File: src/rtl/pipeline_ctrl.sv
// rtl/pipeline_ctrl.sv - stall/flush sequencer for the 5-stage rv32i pipeline
module pipeline_ctrl #(
    parameter int CNT_W = 32,
    parameter int WDOG  = 1024
) (
    input  logic             clk,
    input  logic             rst,
    input  logic             imem_resp,
    input  logic             dmem_active,
    input  logic             dmem_resp,
    input  logic             ex_is_load,
    input  logic [4:0]       ex_rd,
    input  logic [4:0]       id_rs1,
    input  logic [4:0]       id_rs2,
    input  logic             id_use_rs1,
    input  logic             id_use_rs2,
    input  logic             ex_br_taken,
    input  logic             clr_cnt,
    output logic             pc_load,
    output logic             if_id_load,
    output logic             id_ex_load,
    output logic             ex_mem_load,
    output logic             mem_wb_load,
    output logic             if_id_flush,
    output logic             id_ex_flush,
    output logic [CNT_W-1:0] stall_cnt,
    output logic [CNT_W-1:0] flush_cnt,
    output logic             mem_timeout
);

    typedef enum logic {
        S_RUN  = 1'b0,
        S_DROP = 1'b1
    } state_t;

    localparam int WD_W = $clog2(WDOG + 1);
    localparam logic [WD_W-1:0] WD_MAX  = WD_W'(WDOG);
    localparam logic [WD_W-1:0] WD_LAST = WD_W'(WDOG - 1);
    localparam logic [CNT_W-1:0] CNT_MAX = {CNT_W{1'b1}};

    state_t            r_state;
    state_t            w_next;
    logic [CNT_W-1:0]  r_stall_cnt;
    logic [CNT_W-1:0]  r_flush_cnt;
    logic [WD_W-1:0]   r_wdog;
    logic              r_mem_timeout;

    logic w_mem_stall;
    logic w_hazard;
    logic w_fetch_ok;
    logic w_stall_evt;
    logic w_flush_evt;
    logic w_pc_load;
    logic w_if_id_load;
    logic w_id_ex_load;
    logic w_ex_mem_load;
    logic w_mem_wb_load;
    logic w_if_id_flush;
    logic w_id_ex_flush;

    assign w_mem_stall = dmem_active & ~dmem_resp;
    assign w_hazard    = ex_is_load & (ex_rd != 5'd0) &
                         ((id_use_rs1 & (id_rs1 == ex_rd)) |
                          (id_use_rs2 & (id_rs2 == ex_rd)));
    assign w_fetch_ok  = imem_resp & (r_state == S_RUN);

    always_ff @(posedge clk) begin
        if (!rst) begin
            r_state <= S_RUN;
        end else begin
            r_state <= w_next;
        end
    end

    always_comb begin
        w_next        = r_state;
        w_stall_evt   = 1'b0;
        w_flush_evt   = 1'b0;
        w_pc_load     = 1'b1;
        w_if_id_load  = 1'b1;
        w_id_ex_load  = 1'b1;
        w_ex_mem_load = 1'b1;
        w_mem_wb_load = 1'b1;
        w_if_id_flush = 1'b0;
        w_id_ex_flush = 1'b0;

        if (w_mem_stall) begin
            w_pc_load     = 1'b0;
            w_if_id_load  = 1'b0;
            w_id_ex_load  = 1'b0;
            w_ex_mem_load = 1'b0;
            w_mem_wb_load = 1'b0;
            w_stall_evt   = 1'b1;
        end else if (ex_br_taken) begin
            w_if_id_flush = 1'b1;
            w_id_ex_flush = 1'b1;
            w_flush_evt   = 1'b1;
        end else if (w_hazard) begin
            w_pc_load     = 1'b0;
            w_if_id_load  = 1'b0;
            w_id_ex_flush = 1'b1;
            w_stall_evt   = 1'b1;
        end else if (!w_fetch_ok) begin
            w_pc_load     = 1'b0;
            w_if_id_flush = 1'b1;
            w_stall_evt   = 1'b1;
        end

        // A stale fetch is consumed by any response, even during a freeze,
        // unless a fresh redirect leaves yet another fetch outstanding.
        case (r_state)
            S_RUN: begin
                if (w_flush_evt && !imem_resp) begin
                    w_next = S_DROP;
                end
            end
            S_DROP: begin
                if (imem_resp && !w_flush_evt) begin
                    w_next = S_RUN;
                end
            end
            default: w_next = S_RUN;
        endcase
    end

    always_ff @(posedge clk) begin
        if (!rst) begin
            r_stall_cnt <= '0;
            r_flush_cnt <= '0;
        end else if (clr_cnt) begin
            r_stall_cnt <= '0;
            r_flush_cnt <= '0;
        end else begin
            if (w_stall_evt && (r_stall_cnt != CNT_MAX)) begin
                r_stall_cnt <= r_stall_cnt + 1'b1;
            end
            if (w_flush_evt && (r_flush_cnt != CNT_MAX)) begin
                r_flush_cnt <= r_flush_cnt + 1'b1;
            end
        end
    end

    always_ff @(posedge clk) begin
        if (!rst) begin
            r_wdog <= '0;
        end else if (!w_mem_stall) begin
            r_wdog <= '0;
        end else if (r_wdog != WD_MAX) begin
            r_wdog <= r_wdog + 1'b1;
        end
    end

    // Sets on the edge where the consecutive-stall count becomes WDOG.
    always_ff @(posedge clk) begin
        if (!rst) begin
            r_mem_timeout <= 1'b0;
        end else if (clr_cnt) begin
            r_mem_timeout <= 1'b0;
        end else if (w_mem_stall && ((r_wdog == WD_LAST) || (r_wdog == WD_MAX))) begin
            r_mem_timeout <= 1'b1;
        end
    end

    assign pc_load     = rst & w_pc_load;
    assign if_id_load  = rst & w_if_id_load;
    assign id_ex_load  = rst & w_id_ex_load;
    assign ex_mem_load = rst & w_ex_mem_load;
    assign mem_wb_load = rst & w_mem_wb_load;
    assign if_id_flush = rst & w_if_id_flush;
    assign id_ex_flush = rst & w_id_ex_flush;
    assign stall_cnt   = r_stall_cnt;
    assign flush_cnt   = r_flush_cnt;
    assign mem_timeout = r_mem_timeout;

endmodule

File: config.mk
export PLATFORM = sky130hd
export DESIGN_NAME = pipeline_ctrl
export DESIGN_NICKNAME = d
export VERILOG_FILES = /design/src/rtl/pipeline_ctrl.sv
export SDC_FILE = /design/constraint.sdc
export NUM_CORES = 1
export LEC_CHECK = 0
export CAP_MARGIN = 20
export CELL_PAD_IN_SITES_DETAIL_PLACEMENT = 0
export CELL_PAD_IN_SITES_GLOBAL_PLACEMENT = 1
export CORE_MARGIN = 1.5
export CORE_UTILIZATION = 36
export DETAILED_ROUTE_END_ITERATION = 8
export PLACE_DENSITY = 0.76
export SYNTH_ARGS = -nofsm -noshare
export SYNTH_HDL_FRONTEND = slang
export SYNTH_SLANG_ARGS = --single-unit
File: constraint.sdc
create_clock -name clk -period 2.88 [get_ports clk]
set_input_delay 0.432 -clock clk [delete_from_list [all_inputs] [get_ports clk]]
set_output_delay 0.432 -clock clk [all_outputs]
set_load 0.1 [all_outputs]
==> metrics.sh, run 1 <==
AVGROUTEDWIREPERCELL_UM=14.6
POSTSYNTHAREAPERCELL_UM2=8.27
FINALWORSTSETUPSLACK_NS=0.0959
P_PER_AREA_nW_PER_UM2=410
FINAL_HOLD_VIOL_COUNT=0
GLOBALPLACE.CONGESTION=0.800
CORE.ROWCOUNT=38
SETUP.WORST_PATH.END_CLASS='output pin'
CRITICAL_PATH.CELL_CHAIN='clkdlybuf4s50_1 > or4_1 > o21a_1 > nand2_1 > o21a_4 > a21boi_4 > buf_12'
PIN_COUNT_OF_THE_BIGGEST_NET_ENTERING_GLOBAL_ROUTING=38
PORTBUFFERS=96
POST_CTS_BUFFERS=0
DRT_PRE_ANTENNA_ITERS=4
FINAL_NET_COUNT=610
FIRST_ITER_VIOLATIONS=159
FIRST_GLOBAL_VIAS=3533
FLOORPLAN.DIE.WIDTH_UM=108
GRT_USE_TOTAL=0.188
PLACEMENT.SETUP.WORST_SLACK_NS=0.0372
SETUP_TNS_NS=0
SYNTH.FF_LATCH_COUNT=77
HOLD-WORST-SLACK_NS=0.480
YOSYS.AREA.TOP_TYPE='dfxtp_1'
GRT_FIRST_PASS_WIRELENGTH_MM=17.2
RSZ0062_AT_GRT='no'
NORMALIZED_MAX_SLEW_MARGIN=0.468
IO_PINS=97
MAIN_AREA_CONTRIBUTORS_AFTER_SYNTHESIS='dfxtp_1 39%, xnor2_1 6.6%, or4_1 4.7%, nor2_1 4.6%, o31ai_1 4.6%'
STDCELL_COUNT=726
N_ANTENNA_CELL=0
SEQ_AREA_FRAC_SYNTH=0.390
YOSYS_WARNINGS=0
WORST-ENDPOINT-ARRIVAL_NS=2.35
SLOWEST_STAGE='or4_1'
DRC_ERRORS=0
WORST_EP_REQUIRED_TIME_NS=2.45
FLOORPLAN.DIE_AREA_UM2=11600
GR-TOTAL-OVERFLOW=0
WORST_HOLD_PATH_TYPE='reg -> reg'
TIMING.CRITICAL_PATH.FROM_TYPE='input pin'
MAX_CAP_VIOLATIONS=0
R2R_CELLS=6
POST-SYNTH-TOP-AREA-FRACTION=0.390
AREA_OF_THE_CORE_UM2=10800
ASYNCSETRESETFLOPFRACSYNTH=0
CTS_MAX_PATH_BUFS=2
PATH_CLK_SLEW_NS=0.08
ANT_NETS=0
DRIVE_ABOVE_1_SHARE=0.235
PLACE_HPWL_MM=7.72
FINAL-MAX-SLEW-VIOLATION-COUNT=0
TIGHTEST_SLEW_NS=0.798
CRITICAL-PATH-MAX-STAGE-DELAY_NS=0.54
FINCLKSKEW_NS=0.0153
TRITONCTS='yes'
CTS_SINKS=77
ANTENNA_FOUND_INITIAL=0
POWER_LEAKAGE_nW=1.84
SYNTHESIS.INSTANCES=478
H-TREE-DEPTH=3
INITIAL_CORE_UTIL=0.366
FILLCELLCOUNT=1016
AREA.GROWTH.SYNTH_TO_FINAL_PCT=35.5
VIAS=3896
CRITICAL_PATH_TYPE='in -> out'
SYNTH-EDFF-COUNT=0
VIAS_PER_CELL=5.37
POST-ROUTE-MIN-PERIOD_NS=2.78
POSTCTSHOLDBUFS=0
TIMING.HOLD.WORST_PATH_DEPTH=2
POST-ROUTE-PERIOD-UTIL=0.967
SYNTH_FP_NETS=507
ROUTED_WL_MM=10.6
CTS_MADE_BUFFERS=9
PEAKVDDDROP_mV=0.262
TIMING.CRITICAL_PATH.FANOUT_MAX=3
CTS_RESIZED=0
CLKLATENCYLATEPIN_NS=0.36
YOSYSUNIQUECELLTYPES=42
SYNTHESIS.AREA_UM2=3950
DP.CELLS=710
FMAX_MHz=359
CLOCK-ROOT-BUFFER='clkbuf_8'
SETUP_VIOL_COUNT_FINAL=0
OUTCOME='finished clean'
DIE_HEIGHT_UM=108
POSTSYNTH.TOPFLOPCELL='dfxtp_1'
## synthesized netlist by cell type (4+ instances only)
| master | n |
|---|---|
| nor4b_1 | 6 |
| nand2_1 | 34 |
| ha_1 | 4 |
| o31ai_1 | 24 |
| nor2_1 | 48 |
| nand2b_1 | 8 |
| nand4_1 | 22 |
| o21ai_0 | 11 |
| and2_1 | 5 |
| and3_1 | 16 |
| or3_1 | 7 |
| nand3_1 | 27 |
| xor2_1 | 14 |
| clkbuf_1 | 14 |
| xnor2_1 | 30 |
| buf_2 | 6 |
| inv_1 | 9 |
| nor3_1 | 9 |
| nor4_1 | 10 |
| dfxtp_1 | 77 |
| a21oi_1 | 34 |
| or4_1 | 25 |
| mux2i_1 | 7 |
| nor2b_1 | 4 |
## cells in the final DEF, fill, tap and decap left out, types with 6 or more instances in the layout
cell type	instances
buf_4	80
dfxtp_1	60
nor2_1	47
nand2_1	34
a21oi_1	34
xnor2_1	30
nand3_1	27
or4_1	25
o31ai_1	24
clkdlybuf4s50_1	24
nand4_1	22
dfxtp_2	17
and3_1	16
xor2_1	14
clkbuf_8	12
o21ai_0	11
buf_12	10
inv_1	9
nor4_1	9
nor3_1	9
nand2b_1	7
mux2i_1	7
or3_1	7
nor4b_1	6
## kinds of logic after synthesis
family | synth area share
AO/OA/AOI/OAI | 0.122
XOR/XNOR | 0.0975
adder cells (fa/ha/maj) | 0.0152
buffers and inverters | 0.0342
flip-flops | 0.390
multiplexers | 0.0206
AND/OR/NAND/NOR | 0.320
## layout make-up
class | count | area [µm²] | area share
multi-input combinational | 369 | 2330 | 0.435
timing repair buffer | 114 | 1040 | 0.194
inverter | 10 | 37.5 | 0.00701
clock buffer | 12 | 165 | 0.0308
tap | 140 | 175 | 0.0327
clock inverter | 4 | 45.0 | 0.00841
sequential | 77 | 1560 | 0.292
## power by group
part           total [W]  internal, W  switching, W
Sequential       0.00107      0.00107    0.00000405
Clock           0.000875     0.000468      0.000408
Combinational   0.000251     0.000102      0.000149
Total            0.00220      0.00164      0.000561
## final timing paths
path            startpoint            end  slack (ns)
max               ex_rd[1]    if_id_flush         0.1
min            mem_timeout    mem_timeout        0.48
max reg2reg  stall_cnt[16]  stall_cnt[28]        0.57
min reg2reg    mem_timeout    mem_timeout        0.48
## critical path: cells and delay by family
family	cells	cell delay [ns]
AO/OA/AOI/OAI	3	0.60
buffers and inverters	2	0.66
AND/OR/NAND/NOR	2	0.67
## sequential cells by signal, summed over array words and instances (netlist names)
| name | flops |
|---|---|
| stall_cnt | 32 |
| flush_cnt | 32 |
| r_wdog | 11 |
| mem_timeout | 1 |
| r_state | 1 |
## metal layers
layer / up-vias / part of all wire / GRT usage
li1: 1944 / - / -
met1: 1832 / 0.44 / 0.224
met2: 101 / 0.47 / 0.315
met3: 19 / 0.061 / 0.0575
met4: 0 / 0.022 / 0.0733
met5: - / 0 / 0
## through the flow
step | util | instance area, µm² | power (W)
5_1_grt | 0.496 | 5350 | 0.00227
3_5_place_dp | 0.476 | 5140 | 0.00135
2_1_floorplan | - | 3990 | 0.00124
3_3_place_gp | 0.476 | 5140 | 0.00134
4_1_cts | 0.495 | 5350 | 0.00222
6_report | 0.496 | 5350 | 0.00220
Power figures use the tool's default switching activity.
==> run 2: changes to the inputs <==
--- a/config.mk
+++ b/config.mk
@@ -8,6 +8,7 @@
 export CAP_MARGIN = 20
 export CELL_PAD_IN_SITES_DETAIL_PLACEMENT = 0
 export CELL_PAD_IN_SITES_GLOBAL_PLACEMENT = 1
+export CORE_ASPECT_RATIO = 2
 export CORE_MARGIN = 1.5
 export CORE_UTILIZATION = 36
 export DETAILED_ROUTE_END_ITERATION = 8
==> run 2 against run 1 <==
Net effect:
- global-route usage increased by 1.2 points
- combinational power down 2%
- routed wire length is 7.7% higher
- design area grew 1.2%
- critical path depth unchanged
- register-to-register slack about the same
- fmax decreased by 1.2%
- non-clock buffer count decreased by 2
- via count increased by 1.6%
==> metrics.sh, run 2 (same netlist as run 1, synthesis figures left out) <==
OUTCOME='finished clean'  # unchanged
N_ANTENNA_CELL=0  # unchanged
H-TREE-DEPTH=3  # unchanged
CTS_RESIZED=1  # was 0
AREA.GROWTH.SYNTH_TO_FINAL_PCT=37.1  # was 35.5%
HOLD_PATH.STARTPOINT='mem_timeout'  # unchanged
RSZ0062_AT_GRT='no'  # unchanged
PLACEMENT.SETUP.WORST_SLACK_NS=-0.000171  # was 0.0372 ns
WORST_HOLD_PATH_TYPE='reg -> reg'  # unchanged
WORST_R2R_SETUP_SLACK_NS=0.57  # about the same
DRC_ERRORS=0  # unchanged
TIMING.CRITICAL_PATH.FROM_TYPE='input pin'  # unchanged
P_PER_AREA_nW_PER_UM2=454  # was 410 nW/µm²
PATH_CLK_SLEW_NS=0.06  # was 0.08 ns
CRITICAL-PATH-MAX-STAGE-DELAY_NS=0.56  # was 0.54 ns
TRITONCTS='yes'  # unchanged
POST_CTS_BUFFERS=0  # unchanged
DPL-INSTANCE-AREA_UM2=5110  # was 5140 µm²
SETUP.WORST_PATH.END_CLASS='output pin'  # unchanged
TIMING.HOLD.WORST_PATH_DEPTH=2  # unchanged
POST-ROUTE-PERIOD-UTIL=0.979  # was 0.967
GR-TOTAL-OVERFLOW=0  # unchanged
ROUTED_WL_MM=11.4  # was 10.6 mm
VIAS_PER_CELL=5.47  # was 5.37
CRITICAL_PATH.CELL_CHAIN='clkdlybuf4s50_1 > or4_1 > o21a_1 > nand2_1 > o21a_2 > a21boi_4 > buf_12'  # was clkdlybuf4s50_1 > or4_1 > o21a_1 > nand2_1 > o21a_4 > a21boi_4 > buf_12
AVGROUTEDWIREPERCELL_UM=15.8  # was 14.6 µm
TIMING.RR.START='stall_cnt[15]'  # was stall_cnt[16]
FIRST_ITER_VIOLATIONS=192  # was 159
ANTENNA_FOUND_INITIAL=0  # unchanged
TIGHTEST_SLEW_NS=0.683  # was 0.798 ns
LAYOUT_COMMONEST_CELL='buf_4'  # unchanged
CRITICAL_PATH_TYPE='in -> out'  # unchanged
FMAX_MHz=355  # was 359 MHz
WORST_EP_REQUIRED_TIME_NS=2.45  # about the same
VIAS=3957  # was 3896
CTS_MADE_BUFFERS=9  # unchanged
DRIVE_ABOVE_1_SHARE=0.235  # about the same
FIN_AREA_UM2=5420  # was 5350 µm²
FINCLKSKEW_NS=0.00798  # was 0.0153 ns
PLACE_HPWL_MM=8.57  # was 7.72 mm
DRT_PRE_ANTENNA_ITERS=4  # unchanged
CRITICAL_PATH.N_BUFFERS_INVERTERS=2  # unchanged
PEAKVDDDROP_mV=0.314  # was 0.262 mV
POWER_LEAKAGE_nW=1.86  # was 1.84 nW
GRT_USE_TOTAL=0.200  # was 0.188
FLOORPLAN.DIE.WIDTH_UM=77.1  # was 108 µm
NORMALIZED_MAX_SLEW_MARGIN=0.542  # was 0.468
IO_PINS=97  # unchanged
FINAL_NET_COUNT=608  # was 610
WORST_R2R_ENDPOINT='stall_cnt[28]'  # unchanged
SETUP_VIOL_COUNT_FINAL=0  # unchanged
CTS_MAX_PATH_BUFS=2  # unchanged
FINAL-MAX-SLEW-VIOLATION-COUNT=0  # unchanged
FINALWORSTSETUPSLACK_NS=0.0608  # was 0.0959 ns
CLKLATENCYLATEPIN_NS=0.33  # was 0.36 ns
MAX_CAP_VIOLATIONS=0  # unchanged
FINAL_CELL_MIX='79 x buf_4, 60 x dfxtp_1, 47 x nor2_1'  # was 80 x buf_4, 60 x dfxtp_1, 47 x nor2_1
POSTCTSHOLDBUFS=0  # unchanged
AREA_OF_THE_CORE_UM2=10800  # about the same
ANT_NETS=0  # unchanged
INITIAL_CORE_UTIL=0.366  # about the same
SETUP_TNS_NS=0  # unchanged
TIMING.CRITICAL_PATH.FANOUT_MAX=3  # unchanged
HOLD-WORST-SLACK_NS=0.483  # was 0.480 ns
FLOORPLAN.DIE_AREA_UM2=11700  # was 11600 µm²
FIRST_GLOBAL_VIAS=3807  # was 3533
TIMING.CRITICAL_PATH.MAX_DELAY_FAMILY='simple AND/OR/NAND/NOR gates'  # unchanged
GLOBALPLACE.CONGESTION=0.825  # was 0.800
CORE.ROWCOUNT=54  # was 38
GRT_FIRST_PASS_WIRELENGTH_MM=18.4  # was 17.2 mm
R2R_CELLS=6  # unchanged
CLOCK-ROOT-BUFFER='clkbuf_16'  # was clkbuf_8
CTS_SINKS=77  # unchanged
PIN_COUNT_OF_THE_BIGGEST_NET_ENTERING_GLOBAL_ROUTING=57  # was 38
FINAL_HOLD_VIOL_COUNT=0  # unchanged
PORTBUFFERS=96  # unchanged
DIE_HEIGHT_UM=151  # was 108 µm
HOLD_END='mem_timeout'  # unchanged
POST-ROUTE-MIN-PERIOD_NS=2.82  # was 2.78 ns
WORST-ENDPOINT-ARRIVAL_NS=2.39  # was 2.35 ns
SLOWEST_STAGE='or4_1'  # unchanged
TIMING.CRITICAL_PATH.DEPTH=7  # unchanged
run 2: worst reg2reg max path, delay by kind of cell (launching register included):
family / cells / cell delay, ns
AO/OA/AOI/OAI: 1 / 0.15
flip-flops: 1 / 0.41
AND/OR/NAND/NOR: 5 / 1.68
run 2: worst max path at each step:
stage | start | endpoint | slack, ns
after detailed placement | ex_rd[4] | if_id_flush | -0.0002
after global routing | ex_rd[1] | if_id_flush | 0.02
final | ex_rd[1] | if_id_flush | 0.06
after CTS | ex_rd[1] | if_id_flush | 0.05
after floorplan | flush_cnt[28] | flush_cnt[21] | 0.006
after global placement | ex_rd[1] | if_id_flush | 0.07
run 2: stage by stage:
stage,util,std cells,total power [W]
floorplan,-,478,0.00124
global placement,0.473,708,0.00134
detailed placement,0.473,708,0.00134
CTS,0.501,724,0.00249
global route,0.501,724,0.00256
finish,0.501,724,0.00246
run 2: cell type report:
| cell class | count | area [µm²] |
|---|---|---|
| clock buffer | 10 | 239 |
| multi-input combinational | 369 | 2330 |
| timing repair buffer | 112 | 1010 |
| sequential | 77 | 1560 |
| inverter | 10 | 37.5 |
| fill | 1091 | 5390 |
| clock inverter | 6 | 62.6 |
| tap | 140 | 175 |
run 2: routing by layer:
| layer | global-route usage | wire length, µm |
|---|---|---|
| met1 | 0.206 | 4320 |
| met2 | 0.377 | 6280 |
| met3 | 0.0331 | 377 |
| met4 | 0.113 | 438 |
| met5 | 0 | 0 |
run 2: report_power, final:
part	internal [W]	switching, W
clock	0.000691	0.000452
combinational	0.0000976	0.000148
sequential	0.00107	0.00000459
==> run 3: changes to the inputs <==
--- a/config.mk
+++ b/config.mk
@@ -13,6 +13,7 @@
 export CORE_UTILIZATION = 36
 export DETAILED_ROUTE_END_ITERATION = 8
 export PLACE_DENSITY = 0.76
+export SKIP_LAST_GASP = 1
 export SYNTH_ARGS = -nofsm -noshare
 export SYNTH_HDL_FRONTEND = slang
 export SYNTH_SLANG_ARGS = --single-unit
==> results of run 3 <==
Same layout as run 2: the final DEF is identical, and so are final timing and power.
==> RTL change (config.mk and constraints of run 2) <==
The parameter `WDOG` goes from 1024 to 256.
--- a/src/rtl/pipeline_ctrl.sv
+++ b/src/rtl/pipeline_ctrl.sv
@@ -1,7 +1,7 @@
 // rtl/pipeline_ctrl.sv - stall/flush sequencer for the 5-stage rv32i pipeline
 module pipeline_ctrl #(
     parameter int CNT_W = 32,
-    parameter int WDOG  = 1024
+    parameter int WDOG  = 256
 ) (
     input  logic             clk,
     input  logic             rst,
Check against the original RTL: no difference found for any inputs over 10 cycles, from zero or initial values and one cycle with rst low; that may be too few to reach the edited logic, so the function may still have changed.
==> RTL change against run 2 <==
Area after synthesis is 2.1% lower. Setup slack better by 0.036 ns. Maximum frequency is 1.3% higher. Synthesized cell count is 1.7% lower. Power is 5.4% higher. Final area is 2.4% lower. Sequential cell count is 2 lower. Routed wire length is 3.3% lower. Critical endpoint is now pc_load.
==> RTL change: results (changes against run 2) <==
status: finished clean (unchanged)
global-route wire length before repair: 17.8 mm (was 18.4 mm)
Syn Nets: 499 (was 507)
Area contributors post-synth: dfxtp_1 39%, xor2_1 7.5%, nor2_1 5.0% (was dfxtp_1 39%, xnor2_1 6.6%, or4_1 4.7%)
count of cell types in the netlist: 47 (was 42)
Commonest cells post-synth: 75 x dfxtp_1, 52 x nor2_1, 41 x nand2_1 (was 77 x dfxtp_1, 48 x nor2_1, 34 x a21oi_1, 34 x nand2_1, 30 x xnor2_1)
Final Wtd Congestion: 0.815 (was 0.825)
nets: 600 (was 608)
final std cells w/o fill: 713 (was 724)
Worst R2R Start: flush_cnt[0]$_SDFFE_PP0P_ (was stall_cnt[15]$_SDFFE_PP0P_)
LEAKAGE: 1.87 nW (was 1.86 nW)
vias in the first global route: 3696 (was 3807)
Detail Placement HPWL: 8.43 mm (was 8.57 mm)
GRT Total Usage: 0.195 (was 0.200)
Mapped Cells: 470 (was 478)
Starting DRT DRC Count: 115 (was 192)
via count: 3883 (was 3957)
Fillers: 1082 (was 1091)
cell depth of the worst flop-to-flop path: 7 (was 6)
FF-to-FF End: flush_cnt[4]$_SDFFE_PP0P_ (was stall_cnt[28]$_SDFFE_PP0P_)
final hold slack: 0.495 ns (was 0.483 ns)
reg2reg setup slack: 0.43 ns (was 0.57 ns)
Fin Clk Skew: 0.00621 ns (was 0.00798 ns)
drt wl/cell: 15.5 um (was 15.8 um)
Cells after DPL: 696 (was 708)
critical path arrival: 2.35 ns (was 2.39 ns)
post-synthesis sequential area ratio: 0.388 (was 0.390)
layout cell share with drive strength beyond 1: 0.201 (was 0.235)
[RTL change: cell count changes in the layout (fill, tap and decap cells not counted), sizes merged, moves of 4 or more]
| cell | delta |
|---|---|
| xnor2 | -22 |
| xor2 | +19 |
| and3 | -11 |
| o31ai | -9 |
| nand2 | +7 |
| or4 | -7 |
| or3 | +6 |
| nand4 | +5 |
| nor4b | -5 |
| o21ai | +5 |
| nand3 | +4 |
| nor2 | +4 |
[RTL change: layer usage]
layer / part of all wire / global-route usage / wire length (um) / vias up
li1: - / - / - / 1913
met1: 0.37 / 0.189 / 4040 / 1867
met2: 0.57 / 0.389 / 6330 / 81
met3: 0.031 / 0.0317 / 343 / 22
met4: 0.030 / 0.0972 / 327 / 0
met5: 0 / 0 / 0 / -
[RTL change: through the flow]
stage | util | area (um2) | setup TNS [ns]
finish | 0.505 | 5290 | 0
floorplan | - | 3880 | -0.143
global route | 0.505 | 5290 | 0
global placement | 0.470 | 4930 | -0.00472
detailed placement | 0.470 | 4930 | -0.0474
CTS | 0.504 | 5280 | 0
[RTL change: layout make-up]
class                   count  share of cell area
clock inverters             7              0.0234
repair buffers            111               0.188
flip-flops and latches     75               0.284
well taps                 137              0.0324
clock buffers               9              0.0426
multi-input cells         363               0.422
inverters                  11             0.00781
[RTL change: critical path, stage by stage]
cell and delay [ns]:
clkdlybuf4s50_1 0.46, or4_1 0.58, o21ai_2 0.16, nand2b_1 0.17
o221a_1 0.21, and2_2 0.17, buf_12 0.17
[RTL change: cell families (layout without fill, tap and decap cells)]
kind of cell               Yosys count  after routing  share of synthesized area
buffers and inverters               32            138                     0.0391
DFF                                 75             75                      0.388
muxes                                7              7                     0.0184
AOI/OAI and AO/OA                   78             78                      0.124
xor gates and xnor gates            41             41                     0.0928
and+or+nand+nor                    232            232                      0.322
adders and majority gates            5              5                     0.0155
[RTL change: what timing repair did]
action,in CTS,in global routing
resized for setup,1,1
buffers inserted,0,1
endpoints found under the setup margin,1,1
[RTL change: worst max path at each step]
stage / from / end / slack (ns)
after floorplan: ex_rd[1] / if_id_flush / -0.14
after global placement: ex_rd[1] / pc_load / -0.005
after detailed placement: ex_rd[1] / pc_load / -0.05
after CTS: ex_rd[1] / pc_load / 0.01
after global routing: ex_rd[1] / pc_load / 0.03
final: ex_rd[1] / pc_load / 0.1
[RTL change: power by group]
part	leakage (nW)	total, mW	internal, mW	switching, mW
Sequential	0.604	1.04	1.04	0.00356
Clock	0.167	1.31	0.854	0.458
Combinational	1.10	0.238	0.0894	0.148
Total	1.87	2.59	1.98	0.610
